`src/rtl/skewed_weight_fifo.sv`:
```
// Row FIFO feeding a systolic array: stores rows of LANES signed weights and
// presents each popped row either aligned or diagonally skewed (lane i
// delayed by i cycles).
module skewed_weight_fifo #(
  parameter int unsigned DATA_WIDTH = 8,
  parameter int unsigned LANES      = 4,
  parameter int unsigned DEPTH      = 8
) (
  input  logic                          clk,
  input  logic                          reset,
  input  logic                          push,
  input  logic [LANES*DATA_WIDTH-1:0]   push_data,
  input  logic                          pop,
  input  logic                          skew_en,
  output logic                          full,
  output logic                          empty,
  output logic [$clog2(DEPTH+1)-1:0]    count,
  output logic [LANES*DATA_WIDTH-1:0]   lane_data,
  output logic [LANES-1:0]              lane_valid,
  output logic                          overflow,
  output logic                          underflow
);

  localparam int unsigned RowW = LANES * DATA_WIDTH;
  localparam int unsigned PtrW = $clog2(DEPTH);
  localparam int unsigned CntW = $clog2(DEPTH + 1);

  typedef logic [PtrW-1:0] ptr_t;
  localparam ptr_t PtrLast = ptr_t'(DEPTH - 1);

  logic [RowW-1:0] mem_q [DEPTH];
  ptr_t            wr_ptr_q, wr_ptr_d;
  ptr_t            rd_ptr_q, rd_ptr_d;
  logic [CntW-1:0] count_q, count_d;
  logic            overflow_q, underflow_q;
  logic            push_ok, pop_ok;
  logic            skew_load, align_load;
  logic [RowW-1:0] rd_row;

  // Status comes only from registered count, never from push/pop.
  assign full      = (count_q == CntW'(DEPTH));
  assign empty     = (count_q == '0);
  assign count     = count_q;
  assign overflow  = overflow_q;
  assign underflow = underflow_q;

  assign push_ok    = push & ~full;
  assign pop_ok     = pop & ~empty;
  assign skew_load  = pop_ok & skew_en;
  assign align_load = pop_ok & ~skew_en;
  assign rd_row     = mem_q[rd_ptr_q];

  // Next-state for pointers (explicit wrap for any DEPTH) and occupancy.
  always_comb begin
    wr_ptr_d = wr_ptr_q;
    rd_ptr_d = rd_ptr_q;
    count_d  = count_q;
    if (push_ok) begin
      wr_ptr_d = (wr_ptr_q == PtrLast) ? '0 : wr_ptr_q + ptr_t'(1);
    end
    if (pop_ok) begin
      rd_ptr_d = (rd_ptr_q == PtrLast) ? '0 : rd_ptr_q + ptr_t'(1);
    end
    case ({push_ok, pop_ok})
      2'b10:   count_d = count_q + CntW'(1);
      2'b01:   count_d = count_q - CntW'(1);
      default: count_d = count_q;
    endcase
  end

  // Pointer and count registers.
  always_ff @(posedge clk) begin
    if (reset) begin
      wr_ptr_q <= '0;
      rd_ptr_q <= '0;
      count_q  <= '0;
    end else begin
      wr_ptr_q <= wr_ptr_d;
      rd_ptr_q <= rd_ptr_d;
      count_q  <= count_d;
    end
  end

  // Row storage; deliberately not reset, rows are unreadable until written.
  always_ff @(posedge clk) begin
    if (!reset && push_ok) begin
      mem_q[wr_ptr_q] <= push_data;
    end
  end

  // Sticky error flags, cleared only by reset.
  always_ff @(posedge clk) begin
    if (reset) begin
      overflow_q  <= 1'b0;
      underflow_q <= 1'b0;
    end else begin
      if (push && full) overflow_q <= 1'b1;
      if (pop && empty) underflow_q <= 1'b1;
    end
  end

  for (genvar i = 0; i < LANES; i++) begin : g_lane
    logic [DATA_WIDTH-1:0] row_lane;
    logic                  in_v;
    logic [DATA_WIDTH-1:0] in_d;
    logic                  v_q;
    logic [DATA_WIDTH-1:0] d_q;

    assign row_lane = rd_row[i*DATA_WIDTH +: DATA_WIDTH];

    if (i == 0) begin : g_direct
      // Lane 0 has zero skew, so both modes load it straight from the pop.
      assign in_v = pop_ok;
      assign in_d = row_lane;
    end else begin : g_chain
      logic [i-1:0]          sv_q;
      logic [DATA_WIDTH-1:0] sd_q [i];

      // i-stage delay chain; data stages only move when their valid moves.
      always_ff @(posedge clk) begin
        if (reset) begin
          sv_q <= '0;
          for (int k = 0; k < i; k++) sd_q[k] <= '0;
        end else begin
          sv_q[0] <= skew_load;
          if (skew_load) sd_q[0] <= row_lane;
          for (int k = 1; k < i; k++) begin
            sv_q[k] <= sv_q[k-1];
            if (sv_q[k-1]) sd_q[k] <= sd_q[k-1];
          end
        end
      end

      // An older skewed weight wins over an aligned row landing the same cycle.
      assign in_v = sv_q[i-1] | align_load;
      assign in_d = sv_q[i-1] ? sd_q[i-1] : row_lane;
    end

    // Output register; data holds when no fresh weight arrives.
    always_ff @(posedge clk) begin
      if (reset) begin
        v_q <= 1'b0;
        d_q <= '0;
      end else begin
        v_q <= in_v;
        if (in_v) d_q <= in_d;
      end
    end

    assign lane_valid[i]                           = v_q;
    assign lane_data[i*DATA_WIDTH +: DATA_WIDTH]   = d_q;
  end

endmodule
```
`config.mk`:
```
export PLATFORM = sky130hd
export DESIGN_NAME = skewed_weight_fifo
export DESIGN_NICKNAME = d
export VERILOG_FILES = /design/src/rtl/skewed_weight_fifo.sv
export SDC_FILE = /design/constraint.sdc
export NUM_CORES = 1
export LEC_CHECK = 0
export BUFFER_PORTS_ARGS = -buffer_cell sky130_fd_sc_hd__buf_4
export CORE_MARGIN = 2
export CORE_UTILIZATION = 40
export DETAILED_ROUTE_END_ITERATION = 16
export GPL_TIMING_DRIVEN = 0
export PLACE_DENSITY = 0.55
export SLEW_MARGIN = 15
export SYNTH_ARGS = -nofsm -noshare
export SYNTH_HDL_FRONTEND = slang
export SYNTH_SLANG_ARGS = --single-unit
```
`constraint.sdc`:
```
create_clock -name clk -period 4.9 [get_ports clk]
set_input_delay 0.245 -clock clk [delete_from_list [all_inputs] [get_ports clk]]
set_output_delay 0.245 -clock clk [all_outputs]
set_load 0.01 [all_outputs]
```
==> metrics, run 1 <==
CTS sink cnt=358; minimum clock period=around 3.2 ns; Yosys cell types=38; CTS tree=yes; clk_lat worst skew=0.52 ns; Yosys reg bits=~360; post-place setup slack=1.65 ns; Critical Path Source Type=register; RSZ-0062 raised after global routing=no; Final Slew Violations=0; Final Hold Fails=0; CP Max Fanout=11; Overall Global Routing Usage=16.4%; critical path required time=between 5 and 6 ns; Setup violations, final=0; final core utilization=about 50%; htree depth=2; Lkg Pwr=around 5.5 nW; area grow syn2layout=22.0%; skew final=~0.015 ns; sequential area share after synthesis=about three quarters; deepest clock path buffer count=3; Post-CTS Resized=0; CP bufs+invs=3; Hold Crit Class=in -> reg; Least-Margin Pin Slew=~0.94 ns; Slew headroom=a little under two fifths; Post-Synthesis Cells=733; delay-heaviest family, CP=compound AO/OA/AOI/OAI gates; Die H=approximately 190 microns; DRT Pass-1 Iters=7; total CTS buffers=40; vias per cell=roughly 5.1; Setup Fix Bufs, Post-CTS=0; antenna violations before repair=2; Final Wtd Congestion=roughly 0.74; I/O Pins=between 80 and 90; max incr delay on CP=0.74 ns; total global routing overflow=0; DRC=0; Hold Startpoint=reset; Power Dens Cells=roughly 470 mW/mm^2; Ys Warns=0; Tcrit/Tclk final=~66%; die span in x=189 microns; Mapped Nets=777; crit-path cells=o41ai_4 -> inv_2 -> buf_2 -> buf_2 -> ha_1 -> xor2_1 -> ha_1 -> a21oi_1 -> xor2_1 -> or3_1 -> a21oi_1; vias=around 7,100; WHS Path Cells=2; global-route wire length before repair=roughly 44 mm; Worst path slowest cell=o41ai_4; DRT iter0 DRCs=roughly 470; final WL=between 20 and 30 mm; kind of end point of the critical path=register; Reg clk slew, reported paths=about 0.060 ns; fin area=0.0167 sq mm; max frequency=309 MHz; post-route ant nets=0; Final #Nets=between 900 and 1,000; Reg2Reg Depth=11; synth top area cells=edfxtp_1, mux4_2, dfxtp_1; Synth Area per Inst=around 19 sq um; placed inst area=between 0.015 and 0.02 sq mm; Detail Placement HPWL=roughly 19 mm; wire per inst=~21 microns; reg2reg setup slack=1.66 ns; std cell rows=67; Synth top area share=66.8%; Die ar.=between 0.03 and 0.04 sq mm; post-synthesis instance area=about 0.014 sq mm; IO Port Bufs=80; initial core utilization=between 40% and 50%; critical path class=reg -> reg; total of max-cap violations=0; status=completed; Crit Reg-Reg Startpoint=count[0]; clock root cell=clkbuf_16; post-route setup slack=1.66 ns; VDD IR max=around 280 uV; pin count of the biggest net entering global routing=22; Reg2Reg Capture Point=count[2]; WP data arrival=~3.7 ns; CP Depth=11; Hold EP=g_lane[3].g_chain.sd_q[0][15]; Core ar.=0.0336 sq mm; share of cells above drive strength 1=about a quarter; total power=7.82 mW; cell taking the most area after synthesis=edfxtp_1; vias in the first global route=roughly 7,200
## stage by stage
stage,std cells,hold WS [ns],TNS (ns)
2_1_floorplan,733,0.344,0
3_3_place_gp,1261,0.444,-114.35
3_5_place_dp,1277,0.440,0
4_1_cts,1378,0.211,0
5_1_grt,1379,0.238,0
6_report,1380,0.224,0
## where the power goes
part	switching, mW	internal (mW)
clock	1.13	1.65
sequential	0.0915	3.53
combinational	0.764	0.653
total	1.98	5.84
## layout make-up
class / count / area [sq um]
Antenna cell: 2 / 5.00
Buffer: 47 / 229
Clock buffer: 57 / 1140
Clock inverter: 10 / 76.3
Fill cell: 2782 / 16900
Inverter: 3 / 11.3
Multi-Input combinational cell: 325 / 3270
Sequential cell: 358 / 10200
Tap cell: 448 / 561
Timing Repair Buffer: 130 / 1180
## flip-flops by register name, summed over array words and instances (netlist names), named ones only
register / flops
overflow: 1
underflow: 1
g_lane.g_chain.sd_q: 48
count: 4
rd_ptr_q: 3
mem_q: 256
g_lane.d_q: 32
g_lane.g_chain.sv_q: 3
wr_ptr_q: 3
g_lane.v_q: 4
## routing by layer
layer / track usage [%] / routed length (microns) / vias up / part of all wire (%)
met5: 0 / 0 / - / 0
met4: 4.12 / 473 / 0 / 1.6
met3: 2.87 / 1570 / 38 / 5.4
met2: 26.4 / 13400 / 186 / 47
met1: 23.4 / 13400 / 3584 / 46
li1: - / - / 3272 / -
## kinds of logic after synthesis
group           count (synthesis)  synth area share [%]
xor+xnor                        3                 0.192
flops                         358                  74.7
mux                            98                  13.0
fa+ha+maj                       7                 0.641
compound gates                 49                  2.80
buf+inv                        50                  1.76
simple gates                  168                  6.87
## cell usage after synthesis
cell type  count
edfxtp_1     304
mux4_2        64
nor2_1        56
dfxtp_1       54
mux2i_1       34
nand2_1       31
and2_1        24
clkbuf_1      22
or4b_1        22
o221ai_1      21
buf_2         12
a21oi_1       11
a211oi_1       8
ha_1           7
nand2b_1       7
buf_1          6
or3_1          5
buf_4          4
nor3_1         4
nor4b_1        4
a211o_1        3
buf_6          3
nor2b_1        3
o21ai_0        3
or2_2          3
xor2_1         3
inv_1          2
nand3b_1       2
or3b_2         2
a21o_1         1
inv_2          1
nand3_1        1
nand4b_1       1
nor2_4         1
nor4_1         1
nor4bb_1       1
o211ai_1       1
o41ai_4        1
## worst register-to-register path, stage by stage, from the launching register on
cell and delay (ns):
dfxtp_1 0.41, o41ai_4 0.74, inv_2 0.12, buf_2 0.27, buf_2 0.30, ha_1 0.30
xor2_1 0.16, ha_1 0.19, a21oi_1 0.14, xor2_1 0.09, or3_1 0.31, a21oi_1 0.13
## layout by cell type, fill, tap and decap left out, drive strengths merged, types with 4 or more instances in the layout
cell	n
nor2	57
buf	121
mux4	64
a211oi	8
o221ai	21
clkbuf	79
a21oi	11
dfxtp	54
mux2i	34
nand2b	7
nand2	31
nor3	4
edfxtp	304
ha	7
clkinv	8
dlygate4sd3	34
and2	24
or3	5
nor4b	4
or4b	22
## what timing repair did
item	4_1_cts	5_1_grt
endpoints found under the hold margin	258	0
setup endpoints to repair	0	0
hold buffers	34	0
## worst max-delay path by stage
stage | start | end | slack, ns
2_1_floorplan | count[0] | mem_q[1][0] | 0.72
3_3_place_gp | count[0] | mem_q[1][20] | -1.77
3_5_place_dp | count[0] | count[2] | 1.65
4_1_cts | count[0] | count[2] | 1.64
5_1_grt | count[0] | count[2] | 1.37
6_report | count[0] | count[2] | 1.66
Note: power is estimated with default switching activity, not from simulation.
==> run 2: changes to the inputs <==
--- a/config.mk
+++ b/config.mk
@@ -10,7 +10,7 @@
 export CORE_UTILIZATION = 40
 export DETAILED_ROUTE_END_ITERATION = 16
 export GPL_TIMING_DRIVEN = 0
-export PLACE_DENSITY = 0.55
+export PLACE_DENSITY = 0.57
 export SLEW_MARGIN = 15
 export SYNTH_ARGS = -nofsm -noshare
 export SYNTH_HDL_FRONTEND = slang
==> constraint.sdc (replaced) <==
create_clock -name clk -period 2.7 [get_ports clk]
set_input_delay 0.135 -clock clk [delete_from_list [all_inputs] [get_ports clk]]
set_output_delay 0.135 -clock clk [all_outputs]
set_load 0.01 [all_outputs]
==> run 2 against run 1 <==
Non-clock buffer count rose by 7. Final cell count is 0.72% higher. Clock-buffer cell count decreased by 13.
==> metrics, run 2 (synthesized netlist as in run 1, its figures left out) <==
minimum clock period=2.57 ns (-0.672 ns); fillcell total=2,729 (-1.9%); clock root cell=clkbuf_16; kind of end point of the critical path=register; CTS sink cnt=358 (unchanged); DRT iter0 DRCs=428 (-8.7%); Psw=3.66 mW (+85%); vias per cell=5.13 (about the same); DRC=0 (unchanged); most common cell after layout, fill and taps aside=edfxtp_1; vias in the first global route=7,390 (+2.2%); pin count of the biggest net entering global routing=21 (-4.5%); Slew headroom=34.7% (-2.7 points); final WL=29.0 mm (+0.48%); Hold Crit Class=in -> reg; Critical Path Source Type=register; die span in x=189 microns (unchanged); clock share of power=36.7% (+1.2 points); Overall Global Routing Usage=16.6% (+0.13 points); n_diodes=0 (-2); VDD IR max=639 uV (+130%); initial core utilization=40.7% (unchanged); CTS tree=yes; Worst path slowest cell=nor2_4; clk_lat worst skew=0.52 ns (about the same); Largest regs=mem_q (256), g_lane.g_chain.sd_q (48), g_lane.d_q (32); IO Port Bufs=80 (unchanged); antenna violations before repair=0 (-2); Crit Reg-Reg Startpoint=count[1]; Setup violations, final=0 (unchanged); total of max-cap violations=0 (unchanged); critical path required time=2.92 ns (-2.43 ns); Reg clk slew, reported paths=0.06 ns (about the same); Core ar.=0.0336 sq mm (unchanged); delay-heaviest family, CP=simple AND/OR/NAND/NOR gates; I/O Pins=81 (unchanged); total global routing overflow=0 (unchanged); WHS Path Cells=3 (+1); CP Max Fanout=18 (+7); max frequency=389 MHz (+26%); Least-Margin Pin Slew=0.980 ns (+0.0401 ns); Hold EP=g_lane[2].g_chain.sv_q[0]; Non-Filler Instances=1,390 (+0.72%); share of cells above drive strength 1=28.7% (+2.1 points); global-route wire length before repair=44.5 mm (+1.2%); area grow syn2layout=24.3%; deepest clock path buffer count=3 (unchanged); reg2reg setup slack=0.13 ns (-1.53 ns); FF+latch area=0.0102 sq mm (about the same); WP data arrival=2.79 ns (-0.90 ns); skew final=0.0198 ns (+0.00521 ns); Biggest register=mem_q; post-route setup slack=0.131 ns (-1.53 ns); post-place setup slack=-0.523 ns (-2.18 ns); crit-path cells=buf_6 -> nor4b_2 -> nand2b_2 -> or3_1 -> nor2_4 -> buf_12; Die ar.=0.0357 sq mm (unchanged); Sw Ratio=25.2% (-0.11 points); DRT Pass-1 Iters=4 (-3); Reg2Reg Depth=6 (-5); vias=7,134 (+0.76%); share of power burned in registers=45.5% (-0.8 points); wire per inst=20.8 microns (-0.24%); htree depth=2 (unchanged); Final Hold Fails=0 (unchanged); RSZ-0062 raised after global routing=no; multi-input logic area=0.00330 sq mm (+0.73%); max reg flops=256 (unchanged); status=completed; Lkg Pwr=5.65 nW (+2.1%); Cells after DPL=1,274 (-0.23%); Reg2Reg Capture Point=mem_q[2][4]; critical path class=reg -> reg; Hold Startpoint=skew_en; Tcrit/Tclk final=95.1% (+29 points); std cell rows=67 (unchanged); Power Dens Cells=854 mW/mm^2 (+82%); Final Slew Violations=0 (unchanged); commonest cells after routing, fill and taps aside=edfxtp_1, buf_4, mux4_2; max incr delay on CP=0.58 ns (-0.16 ns); Final Wtd Congestion=0.723 (-2.7%); Comb power frac=17.8% (-0.3 points); Die H=189 microns (unchanged); post-route ant nets=0 (unchanged); Int Pwr=10.9 mW (+86%); Detail Placement HPWL=18.7 mm (+1.0%); Final #Nets=955 (+0.63%); total CTS buffers=39 (-2.5%); CP bufs+invs=2 (-1)
-- run 2: changes by cell type in the layout (fill, tap and decap cells not counted), moves of 3 or more --
cell / previous run / this run
bufinv_16: 1 / 5
clkbuf_2: 0 / 3
buf_8: 0 / 5
clkbuf_1: 33 / 22
clkinv_1: 4 / 10
clkinv_2: 3 / 6
buf_6: 7 / 4
clkbuf_8: 5 / 1
buf_16: 2 / 6
clkinvlp_4: 1 / 4
-- run 2: worst max-delay path by stage --
stage | from | endpoint | slack [ns] | depth (start not counted)
finish | count[1] | mem_q[2][4] | 0.13 | 6
global route | count[3] | count[3] | 0.0002 | 9
CTS | count[3] | count[2] | 0.02 | 10
detailed placement | count[1] | count[2] | -0.52 | 12
global placement | count[3] | mem_q[6][5] | -2.10 | 5
floorplan | count[1] | mem_q[6][0] | -0.41 | 6
-- run 2: repair_timing --
action / CTS / global route
endpoints found under the setup margin: 124 / 34
setup buffers: 12 / 0
hold buffers: 34 / 0
hold endpoints to repair: 258 / 0
resized for setup: 0 / 10
pin swaps: 8 / 0
-- run 2: per-stage QoR --
step / hold WS, ns / power, mW / TNS (ns) / utilization, % / instance area (sq um)
CTS: 0.0985 / 14.7 / 0 / 50.5 / 17000
global placement: 0.370 / 9.24 / -359.45 / 44.2 / 14900
detailed placement: 0.374 / 9.30 / -11.29 / 45.1 / 15200
finish: 0.112 / 14.5 / 0 / 50.5 / 17000
floorplan: 0.234 / 8.31 / -53.36 / - / 13700
global route: 0.131 / 15.2 / 0 / 50.5 / 17000
-- run 2: power groups by stage --
stage          Combinational, mW  Clock (mW)  Sequential, mW
4_1_cts                     2.64        5.45            6.60
2_1_floorplan               1.58           0            6.74
3_3_place_gp                2.52           0            6.72
6_report                    2.59        5.32            6.60
5_1_grt                     2.84        5.69            6.64
3_5_place_dp                2.59           0            6.72
-- run 2: cell type report --
type,count,share of cell area [%]
buffer,45,1.33
clock buffer,44,6.04
clock inverter,28,1.64
inverter,3,0.0663
multi-input combinational,325,19.4
sequential,358,60.1
tap,448,3.30
timing repair buffer,139,8.11
-- run 2: routing by layer --
layer  vias to the layer above  share of wire, %  track usage [%]
met5                         -                 0                0
met4                         0               1.7             3.94
met3                        39               6.0             3.20
met2                       167                48             27.1
met1                      3636                45             23.0
li1                       3292                 -                -
-- run 2: worst reg2reg max path: stages (launching register included) --
cell and delay, ns:
dfxtp_1 0.36, buf_6 0.16, nor4b_2 0.07, nand2b_2 0.29, or3_1 0.54, nor2_4 0.58
buf_12 0.27
